## src/rtl/conv_pkg.sv

```systemverilog
// Shared definitions for the circular convolution core and its result serializer.
package conv_pkg;

  typedef enum logic {
    ST_IDLE   = 1'b0,
    ST_STREAM = 1'b1
  } ser_state_e;

  localparam int DROP_CNT_W          = 16;
  localparam int DEFAULT_QLEN        = 16;
  localparam int DEFAULT_WINDOW_SIZE = 16;

endpackage

```

## src/rtl/conv_window_pingpong.sv

```systemverilog
// Two-slot window buffer: full flags, write/read slot pointers, accept/drop decision
// and a look-ahead word-select read port.
module conv_window_pingpong
  import conv_pkg::*;
#(
  parameter int QLEN        = DEFAULT_QLEN,
  parameter int WINDOW_SIZE = DEFAULT_WINDOW_SIZE,
  parameter int IDX_W       = $clog2(WINDOW_SIZE)
) (
  input  logic                              clk,
  input  logic                              rst,
  input  logic                              in_valid,
  input  logic [WINDOW_SIZE-1:0][QLEN-1:0]  in_data,
  input  logic                              rd_release,
  input  logic [IDX_W-1:0]                  rd_idx,
  output logic                              rd_full_nxt,
  output logic [QLEN-1:0]                   rd_word_nxt,
  output logic                              drop,
  output logic [1:0]                        full
);

  logic [WINDOW_SIZE-1:0][QLEN-1:0] slot_r [2];
  logic [1:0] full_r;
  logic       wr_sel_r;
  logic       rd_sel_r;

  logic       wr_free_s;
  logic       accept_s;
  logic [1:0] clr_s;
  logic [1:0] set_s;
  logic [1:0] full_nxt_s;
  logic       rd_sel_nxt_s;

  // A release of the slot being written in this same cycle frees it first.
  assign wr_free_s    = !full_r[wr_sel_r] || (rd_release && (rd_sel_r == wr_sel_r));
  assign accept_s     = in_valid && wr_free_s;
  assign drop         = in_valid && !wr_free_s;
  assign clr_s        = rd_release ? (2'b01 << rd_sel_r) : 2'b00;
  assign set_s        = accept_s ? (2'b01 << wr_sel_r) : 2'b00;
  assign full_nxt_s   = (full_r & ~clr_s) | set_s;
  assign rd_sel_nxt_s = rd_sel_r ^ rd_release;
  assign rd_full_nxt  = full_nxt_s[rd_sel_nxt_s];
  assign full         = full_r;

  // Word that the read side will present after this edge, bypassing a window landing now.
  always_comb begin
    rd_word_nxt = slot_r[rd_sel_nxt_s][rd_idx];
    if (accept_s && (wr_sel_r == rd_sel_nxt_s)) begin
      rd_word_nxt = in_data[rd_idx];
    end else begin
      rd_word_nxt = slot_r[rd_sel_nxt_s][rd_idx];
    end
  end

  // Slot bookkeeping state.
  always_ff @(posedge clk or posedge rst) begin
    if (rst) begin
      full_r   <= 2'b00;
      wr_sel_r <= 1'b0;
      rd_sel_r <= 1'b0;
    end else begin
      full_r   <= full_nxt_s;
      wr_sel_r <= wr_sel_r ^ accept_s;
      rd_sel_r <= rd_sel_nxt_s;
    end
  end

  // Window storage; contents are intentionally left unreset.
  always_ff @(posedge clk) begin
    if (accept_s) begin
      slot_r[wr_sel_r] <= in_data;
    end
  end

endmodule

```

## src/rtl/conv_result_serializer.sv

```systemverilog
// Serializes captured convolution result windows onto a valid/ready word stream.
// Optional feature macro: CONV_SERIALIZER_DROP_CNT_EN enables the saturating drop counter.
module conv_result_serializer
  import conv_pkg::*;
#(
  parameter int QLEN        = DEFAULT_QLEN,
  parameter int WINDOW_SIZE = DEFAULT_WINDOW_SIZE
) (
  input  logic                              clk,
  input  logic                              rst,
  input  logic                              in_valid,
  input  logic [WINDOW_SIZE-1:0][QLEN-1:0]  in_data,
  output logic                              out_valid,
  input  logic                              out_ready,
  output logic [QLEN-1:0]                   out_data,
  output logic                              out_last,
  output logic                              busy,
  output logic                              overflow,
  output logic [DROP_CNT_W-1:0]             drop_count
);

  localparam int IDX_W = $clog2(WINDOW_SIZE);
  localparam logic [IDX_W-1:0] IDX_LAST = IDX_W'(WINDOW_SIZE - 1);

  ser_state_e       state_r;
  logic [IDX_W-1:0] idx_r;
  logic [IDX_W-1:0] idx_nxt_s;
  logic             out_valid_r;
  logic [QLEN-1:0]  out_data_r;
  logic             out_last_r;
  logic             overflow_r;

  logic             xfer_s;
  logic             last_xfer_s;
  logic             rd_full_nxt_s;
  logic [QLEN-1:0]  rd_word_nxt_s;
  logic             drop_s;
  logic [1:0]       full_s;

  assign xfer_s      = out_valid_r && out_ready;
  assign last_xfer_s = xfer_s && out_last_r;

  // Word index for the cycle after this edge.
  always_comb begin
    idx_nxt_s = idx_r;
    if (last_xfer_s) begin
      idx_nxt_s = {IDX_W{1'b0}};
    end else if (xfer_s) begin
      idx_nxt_s = idx_r + IDX_W'(1);
    end else begin
      idx_nxt_s = idx_r;
    end
  end

  conv_window_pingpong #(
    .QLEN        (QLEN),
    .WINDOW_SIZE (WINDOW_SIZE),
    .IDX_W       (IDX_W)
  ) u_pingpong (
    .clk         (clk),
    .rst         (rst),
    .in_valid    (in_valid),
    .in_data     (in_data),
    .rd_release  (last_xfer_s),
    .rd_idx      (idx_nxt_s),
    .rd_full_nxt (rd_full_nxt_s),
    .rd_word_nxt (rd_word_nxt_s),
    .drop        (drop_s),
    .full        (full_s)
  );

  // Output FSM; outputs are loaded from the look-ahead read port so a fresh window shows next cycle.
  always_ff @(posedge clk or posedge rst) begin
    if (rst) begin
      state_r     <= ST_IDLE;
      idx_r       <= {IDX_W{1'b0}};
      out_valid_r <= 1'b0;
      out_data_r  <= {QLEN{1'b0}};
      out_last_r  <= 1'b0;
      overflow_r  <= 1'b0;
    end else begin
      idx_r      <= idx_nxt_s;
      overflow_r <= drop_s;
      case (state_r)
        ST_IDLE: begin
          if (rd_full_nxt_s) begin
            state_r     <= ST_STREAM;
            out_valid_r <= 1'b1;
            out_data_r  <= rd_word_nxt_s;
            out_last_r  <= (idx_nxt_s == IDX_LAST);
          end
        end
        ST_STREAM: begin
          if (xfer_s) begin
            if (rd_full_nxt_s) begin
              out_data_r <= rd_word_nxt_s;
              out_last_r <= (idx_nxt_s == IDX_LAST);
            end else begin
              state_r     <= ST_IDLE;
              out_valid_r <= 1'b0;
              out_last_r  <= 1'b0;
            end
          end
        end
        default: begin
          state_r     <= ST_IDLE;
          out_valid_r <= 1'b0;
          out_last_r  <= 1'b0;
        end
      endcase
    end
  end

`ifdef CONV_SERIALIZER_DROP_CNT_EN
  logic [DROP_CNT_W-1:0] drop_count_r;

  // Saturating count of dropped windows.
  always_ff @(posedge clk or posedge rst) begin
    if (rst) begin
      drop_count_r <= {DROP_CNT_W{1'b0}};
    end else if (drop_s && (drop_count_r != {DROP_CNT_W{1'b1}})) begin
      drop_count_r <= drop_count_r + DROP_CNT_W'(1);
    end
  end

  assign drop_count = drop_count_r;
`else
  assign drop_count = {DROP_CNT_W{1'b0}};
`endif

  assign out_valid = out_valid_r;
  assign out_data  = out_data_r;
  assign out_last  = out_last_r;
  assign overflow  = overflow_r;
  assign busy      = |full_s;

endmodule

```

## config.mk

```make
export PLATFORM = sky130hd
export DESIGN_NAME = conv_result_serializer
export DESIGN_NICKNAME = d
export VERILOG_FILES = /design/src/rtl/conv_pkg.sv /design/src/rtl/conv_window_pingpong.sv /design/src/rtl/conv_result_serializer.sv
export SDC_FILE = /design/constraint.sdc
export NUM_CORES = 1
export LEC_CHECK = 0
export CAP_MARGIN = 5
export CORE_ASPECT_RATIO = 0.9
export CORE_MARGIN = 8
export CORE_UTILIZATION = 25
export DETAILED_ROUTE_END_ITERATION = 8
export PLACE_DENSITY = 0.48
export SETUP_SLACK_MARGIN = 0.15
export SYNTH_ARGS = -nofsm -noshare
export SYNTH_HDL_FRONTEND = slang
export SYNTH_SLANG_ARGS = --single-unit
```

## constraint.sdc

```tcl
create_clock -name clk -period 11 [get_ports clk]
set_input_delay 2.2 -clock clk [delete_from_list [all_inputs] [get_ports clk]]
set_output_delay 2.2 -clock clk [all_outputs]
set_load 0.02 [all_outputs]
```

======== Yosys cells after proc, flatten, opt, wreduce, memory -nomap -nowiden ========
Memory sizes are Yosys's and may differ from the RTL's.
Cells that the tools add are included.
Widths: inputs -> output; s select.
cells by class
  add/subtract/negate cells ............... 1
  $lt $le $gt $ge ......................... 3
  equal/unequal tests ..................... 6
  shift operators ......................... 2
  mux-type cells .......................... 29
  bitwise logic cells ..................... 6
  reduce and logical (&&, ||, !) cells .... 12
operator list
  kind                 number
  $bmux 16 s4          2
  $mux 16              5
  $pmux 16 s2          1
  $mux 1               14
  $mux 4               2
  $logic_and 1x1->1    6
  $pmux 1 s2           3
  $lt 4x5->1 const B   1
  $add 4x1->4 const B  1
  $eq 4x4->1 const B   1
  $lt 1x2->1 const B   2
  $mux 2               2
  $ne 2x2->1 const B   2
  $shl 1x1->2 const A  2
  $reduce_and 3->1     1
  $and 2x2->2          1
  $eq 1x1->1           2
  $logic_not 1->1      2
  $ne 2x1->1 const B   1
  $not 2->2            1
  $or 2x2->2           1
  $reduce_and 2->1     1
  $reduce_or 2->1      1
  $xor 1x1->1          2
  other kinds (2)      2
storage, ports and cells
  register bits after elaboration ......... 28
  memory bits (writable) .................. 512
  input bits .............................. 260
  output and inout bits ................... 36
  word-level logic and storage cells ...... 69
  memories ................................ 1
memories
  memory             words  bits a word  rd ports  clocked after memory_dff  write ports  line                        text
  u_pingpong.slot_r  2      256          1         0                         1            conv_window_pingpong.sv:22  logic [WINDOW_SIZE-1:0][QLEN-1:0] slot_r [2];

======== Depth between registers and ports, before layout ========
Gate-level depths: netlist of the first run.
  depth in word-level cells ............... 12
  gate-level depth with buffers ........... 15
  mapped depth without buffers ............ 12

======== Hierarchy ========
From an unflattened synthesis of the first run, not the netlist that was laid out.
second synthesis, totals
  cell total of the unflattened synthesis .. 1276
  area, all modules ....................... 23177.2 µm²
by module, submodules not included
  module                  instances  cells an instance  area an instance (µm²)  seq. area each (µm²)
  conv_window_pingpong    1          1187               22051.1                 15474.8
  conv_result_serializer  1          89                 1126.1                  600.6

======== Worst setup path before layout of the first run ========
No wires, ideal clock.
  path kind ............................... input -> register
  start point ............................. in out_ready
  end point ............................... reg out_data_r[10] (netlist: out_data[10])
  arrival time ............................ 11.085 ns
  data required time ...................... 10.935 ns
  setup slack ............................. -0.151 ns
  stages on the path ...................... 14
  buffers on the path ..................... 3
  cells stage by stage .................... buf_2 > and4_1 > nor2_1 > a21o_1 > nor2b_1 > ha_1 > inv_1 > a32o_1 > a21oi_1 > clkbuf_1 > clkbuf_1 > o22ai_1 > a211oi_1 > o211a_1
between the ends
  cells in the longest elaborated chain, start to end .. 12
  elaborated cells on any way between the ends .. 27
  classes of those cells .................. eq/ne: 2; mux: 14; bitwise: 4; reduce/logical: 6; memory: 1
RTL lines
  item                                                                    line                          text
  start: declaration                                                      conv_result_serializer.sv:14  input logic out_ready,
  $logic_and 1x1->1 (*)                                                   conv_result_serializer.sv:40  assign xfer_s = out_valid_r && out_ready;
  parallel branches: the longest is 11 deep, another holds $mem_v2 2x256  -
  end signal: assignment                                                  conv_result_serializer.sv:78  out_data_r <= {QLEN{1'b0}};
  end signal: assignment                                                  conv_result_serializer.sv:89  out_data_r <= rd_word_nxt_s;
  end signal: assignment                                                  conv_result_serializer.sv:96  out_data_r <= rd_word_nxt_s;
  end: declaration                                                        conv_result_serializer.sv:29  logic [QLEN-1:0] out_data_r;
Every way passes the cells marked *. The select of a mux whose other input is x is not followed.
A chain may end at the register's enable or synchronous reset.

======== Worst setup path in the final report of the first run ========
  start point ............................. in out_ready
  end point ............................... reg out_data_r[3] (netlist: out_data[3])
Same word-level chain as after synthesis.

==> metrics.yaml, run 1 <==
synth_area_leader_cell: "edfxtp_1"
fmax_mhz: 144
cp_common_cell: "nor2_1"
grt-ovfl-total: 0
grt_pass1_vias: 15500
ys_seq_area_frac: 0.691
io_pins: 296
skew_ps: 16.9
fin_ws_ps: 4070
clk_path_buf_depth: 3
maxSlewViolCount: 0
h-tree-depth: 2
dieWidth_microns: 338
crit_path_end_kind: "flop"
portBuffers: 279
synth_area_per_cell_sq_um: 14.9
grt_pass1_wl_microns: 113000
rsz0062_at_grt: "false"
rr_endpoint: "out_data[3]"
firstDrtPassIters: 5
dr.first_iter.drc_count: 1221
hold_viol: 0
fin_setup_tns_ps: 0
wl_microns: 79700
postRouteAntennaNets: 0
path_cells: "clkdlybuf4s50_1 -> and4_1 -> nor2_1 -> a21o_1 -> nor2b_1 -> ha_4 -> inv_1 -> a32o_1 -> a21oi_2 -> buf_4 -> nand4_1 -> nor2_1 -> a211oi_1 -> o211a_1"
register_area_sq_mm: 0.0161
relSlewSlack: 0.159
fin_crit_ps: 6930
wire_per_inst_microns: 25.6
cp_max_fo: 71
cts_tree: "built"
worst_pin_slew_ps: 1260
cp.arrival_ps: 7450
cts-root-buf: "clkbuf_16"
synthCells: 1558
initial_core_util: 0.251
synth_area_leaders: "edfxtp_1 66%, mux4_2 10%, nand2_1 5.5%"
hp-class: "reg -> reg"
clkLatencyLatePin_ps: 630
core_area_sq_mm: 0.0926
synth.distinct_cells: 55
dr_total_vias: 15100
drc_errors: 0
crit_type: "in -> reg"
finalSetupViolCount: 0
final_nets: 2077
antenna_found_initial: 19
critPathRequiredTime_ps: 11510
final_cell_mix: "512 x edfxtp_1, 339 x nand2_1, 279 x clkdlybuf4s50_1"
yosysWarnings: 0
power.density_mw_per_mm2: 252
dieArea_sq_mm: 0.103
fillCellCount: 9215
cts_hold_buffers: 0
reg2reg_slack_ps: 5730
path_clk_slew_ps: 60
critical_path.n_buffers_inverters: 3
cp_top_family: "simple AND/OR/NAND/NOR gates"
grt_max_degree: 145
outcome: "finished clean"
cts.sinks: 540
place_congestion: 0.811
rows: 106
vias_per_cell: 4.85
grtUsageTotal: 0.150
crit_end: "out_data[3]"
synth_area_sq_mm: 0.0233
dp_slack_ps: 3460
startpoint_type: "input port"
critical-path-max-stage-delay_ps: 890
yosys.area.top_type_share: 0.660
fin_crit_sh: 0.630
yosys_most_used_dff: "edfxtp_1"
synth_edf_count: 512
synth-seq-cells: 540
path_depth: 14
drive_gt1_frac: 0.130
cts_resized: 0
numCtsBuffers: 60
max_cap_viol_count: 0
mostFrequentLayoutCell: "edfxtp_1"
max-vdd-ir-drop_mv: 0.195
synthToLayoutAreaGrowth_pct: 26.4
multi_input_area_sq_mm: 0.00665
post-cts-setup-buffers: 0
p_total_mw: 7.43
startpoint: "out_ready"
die-height_microns: 305
worstRegToRegCells: 13
cpMaxStageDelayCell: "ha_4"
dp_hpwl_microns: 54600
async_flop_share: 0.0519
p_leak_nw: 9.57
r2r-start: "out_valid"
-- kinds of logic (layout without fill, tap and decap cells) --
kind of cell    after synthesis  after routing  share of synthesized area
fa+ha+maj                     5              5                    0.00269
simple gates                564            564                      0.107
compound gates              188            188                     0.0596
flops                       540            540                      0.691
buf+inv                     135            426                     0.0296
other cells                   1             20                   0.000161
mux                         125            125                      0.111
-- Yosys cell counts (4+ instances only) --
library cell and count:
a211oi_1 42, a21oi_1 22, a311oi_1 18, a31oi_1 41, a32oi_1 4, a41oi_1 9
and3_1 40, buf_1 4, buf_2 52, buf_4 25, clkbuf_1 40, dfrtp_1 28
edfxtp_1 512, ha_1 5, inv_1 8, mux2i_1 17, mux4_2 106, nand2_1 339
nand2b_1 5, nand3_1 108, nand4_1 9, nor2_1 19, nor3_1 29, o211a_1 9
o221ai_1 4, o22ai_1 16
-- area by class of cell --
type,instances,share of cell area
sequential,540,0.546
clock inverter,42,0.0174
timing repair buffer,301,0.101
multi-input combinational,898,0.226
antenna,4,0.000340
inverter,11,0.00183
clock buffer,72,0.0540
tap,1242,0.0528
-- power by group --
part	internal, mW	leakage, nW	switching (mW)
sequential	2.71	4.98	0.106
clock	1.29	1.00	0.848
combinational	0.807	3.58	1.67
-- metal layers --
layer  vias to the layer above  share of wire  track usage
met3                       108          0.077       0.0355
met1                      7814           0.42        0.199
met4                         6          0.019       0.0344
met2                       572           0.48        0.249
met5                         -        0.00043            0
li1                       6589              -            -
-- flip-flops by register name, summed over array words and instances, names as in the netlist --
name and flops:
state_r 1, idx_r 4, u_pingpong.rd_sel_r 1, out_data 16, u_pingpong.wr_sel_r 1, u_pingpong.slot_r 512
out_valid 1, out_last 1, u_pingpong.full 2, overflow 1
-- metrics by stage --
step | utilization | std cells | instance area (sq um) | hold slack (ps)
4_1_cts | 0.318 | 3106 | 29400 | 519
5_1_grt | 0.318 | 3108 | 29400 | 550
3_5_place_dp | 0.295 | 2992 | 27300 | 506
3_3_place_gp | 0.295 | 2992 | 27300 | 496
6_report | 0.318 | 3110 | 29400 | 522
2_1_floorplan | - | 1573 | 23300 | 456
-- how the worst min path moves through the flow --
stage                       start  cells past startpoint   endpoint
after floorplan           state_r                      1  out_valid
after global placement    state_r                      1  out_valid
after detailed placement  state_r                      1  out_valid
after CTS                 state_r                      1  out_valid
after global routing      state_r                      1  out_valid
final                     state_r                      1  out_valid
Note: power is estimated with default switching activity, not from simulation.
==> run 2: changes to the inputs <==
Settings changed: PLACE_DENSITY 0.48 to 0.5.
Clock period 11 ns to 5.8 ns, I/O delays scaled along.
==> run 2 against run 1 <==
Effect of this change: clock skew up 2.6 ps; sequential share of layout area down 0.25 points; die area unchanged; critical path depth down 2; setup slack worse by 2600 ps; clock power up 82%; register-to-register slack worse by 3600 ps; final area up 0.45%; non-clock buffer count up 18; hold slack worse by 0.55 ps; sequential power up 90%; highest routed layer unchanged.
==> metrics.yaml, run 2 (same netlist as run 1, synthesis figures left out) <==
dp_hpwl_microns: 56000
p_leak_nw: 9.66
fillCellCount: 9240
io_pins: 296
portBuffers: 279
holdPathEnd: "out_valid"
dieWidth_microns: 338
startpoint: "out_ready"
reg2reg_slack_ps: 2130
critPathRequiredTime_ps: 6320
dr.max_layer_used: "met5"
worst_pin_slew_ps: 1110
wl_microns: 80600
h-tree-depth: 2
max_cap_viol_count: 0
worstRegToRegCells: 11
vias_per_cell: 4.83
mostFrequentLayoutCell: "edfxtp_1"
relSlewSlack: 0.259
grt_pass1_vias: 15300
fin_crit_sh: 0.741
cts_tree: "built"
crit_type: "in -> reg"
path_cells: "clkdlybuf4s50_1 -> and3_1 -> ha_4 -> buf_4 -> a32o_1 -> a21oi_2 -> buf_4 -> nand4_1 -> buf_4 -> nor2_1 -> a211oi_1 -> o211a_1"
numCtsBuffers: 60
grt_pass1_wl_microns: 114000
m1WireLength_microns: 32600
holdWs_ps: 522
p_total_mw: 14.0
cts_resized: 0
core_area_sq_mm: 0.0926
postRouteAntennaNets: 0
synthToLayoutAreaGrowth_pct: 27.0
cpMaxStageDelayCell: "clkdlybuf4s50_1"
hold_depth: 1
route.met2.wl_microns: 38400
grt-ovfl-total: 0
skew_ps: 19.5
outcome: "finished clean"
placed_area_sq_mm: 0.0275
clk_path_buf_depth: 3
firstDrtPassIters: 6
layout.cells.non_filler: 3133
rsz0062_at_grt: "false"
drc_errors: 0
antenna_found_initial: 22
clkLatencyLatePin_ps: 630
startpoint_type: "input port"
hp-start: "state_r"
critical-path-max-stage-delay_ps: 690
grtUsageTotal: 0.151
finalSetupViolCount: 0
final_nets: 2095
drive_gt1_frac: 0.137
wl_met3_microns: 8190
initial_core_util: 0.251
final_cell_mix: "512 x edfxtp_1, 339 x nand2_1, 279 x clkdlybuf4s50_1"
fin_crit_ps: 4300
fin_setup_tns_ps: 0
wire_per_inst_microns: 25.7
cp_max_fo: 23
path_clk_slew_ps: 60
rows: 106
power.density_mw_per_mm2: 475
cts.sinks: 540
die-height_microns: 305
crit_path_end_kind: "flop"
cp_common_cell: "buf_4"
max-vdd-ir-drop_mv: 0.398
dr_total_vias: 15100
hold_viol: 0
cp.arrival_ps: 4810
fmax_mhz: 233
dieArea_sq_mm: 0.103
fin_area_sq_mm: 0.0296
r2r-start: "out_valid"
maxSlewViolCount: 0
dp.cells: 3010
hp-class: "reg -> reg"
largest_reg_flops: 512
post-cts-setup-buffers: 0
grt_max_degree: 145
place_congestion: 0.800
cts-root-buf: "clkbuf_16"
rr_endpoint: "out_data[14]"
largest-register: "u_pingpong.slot_r"
dr.first_iter.drc_count: 1464
cts_hold_buffers: 0
[run 2: critical path, delay by kind of cell]
| family | cells | cell delay, ps |
|---|---|---|
| AOI/OAI and AO/OA | 4 | 760 |
| adders and majority gates | 1 | 340 |
| buffers and inverters | 4 | 1590 |
| and+or+nand+nor | 3 | 930 |
[run 2: through the flow]
stage,utilization,setup WS (ps)
global route,0.319,1220
finish,0.319,1500
floorplan,-,158
CTS,0.319,1480
global placement,0.297,862
detailed placement,0.297,808
[run 2: report_power, final]
part           switching, mW  leakage, nW  internal, mW
Clock                   1.59        0.975          2.28
Sequential             0.212         4.98          5.14
Combinational           3.21         3.70          1.61
Total                   5.01         9.66          9.03
[run 2: cell type report]
cell class	instances	area, sq um	share of cell area
repair buffers	319	3180	0.108
well taps	1242	1550	0.0526
multi-input cells	898	6660	0.225
inverters	11	53.8	0.00182
diodes	10	25.0	0.000847
clock inverters	28	329	0.0111
flip-flops and latches	540	16100	0.544
clock buffers	85	1680	0.0567
[run 2: routing by layer]
metal / track usage / vias to the layer above
met1: 0.196 / 7756
met3: 0.0531 / 106
met2: 0.244 / 628
met4: 0.0291 / 10
li1: - / 6636
met5: 0 / -
[run 2: worst max path at each step]
stage,endpoint,cells after the start
2_1_floorplan,out_data[9],15
3_3_place_gp,out_data[7],9
3_5_place_dp,out_data[14],12
4_1_cts,out_data[8],10
5_1_grt,out_data[8],11
6_report,out_data[14],12
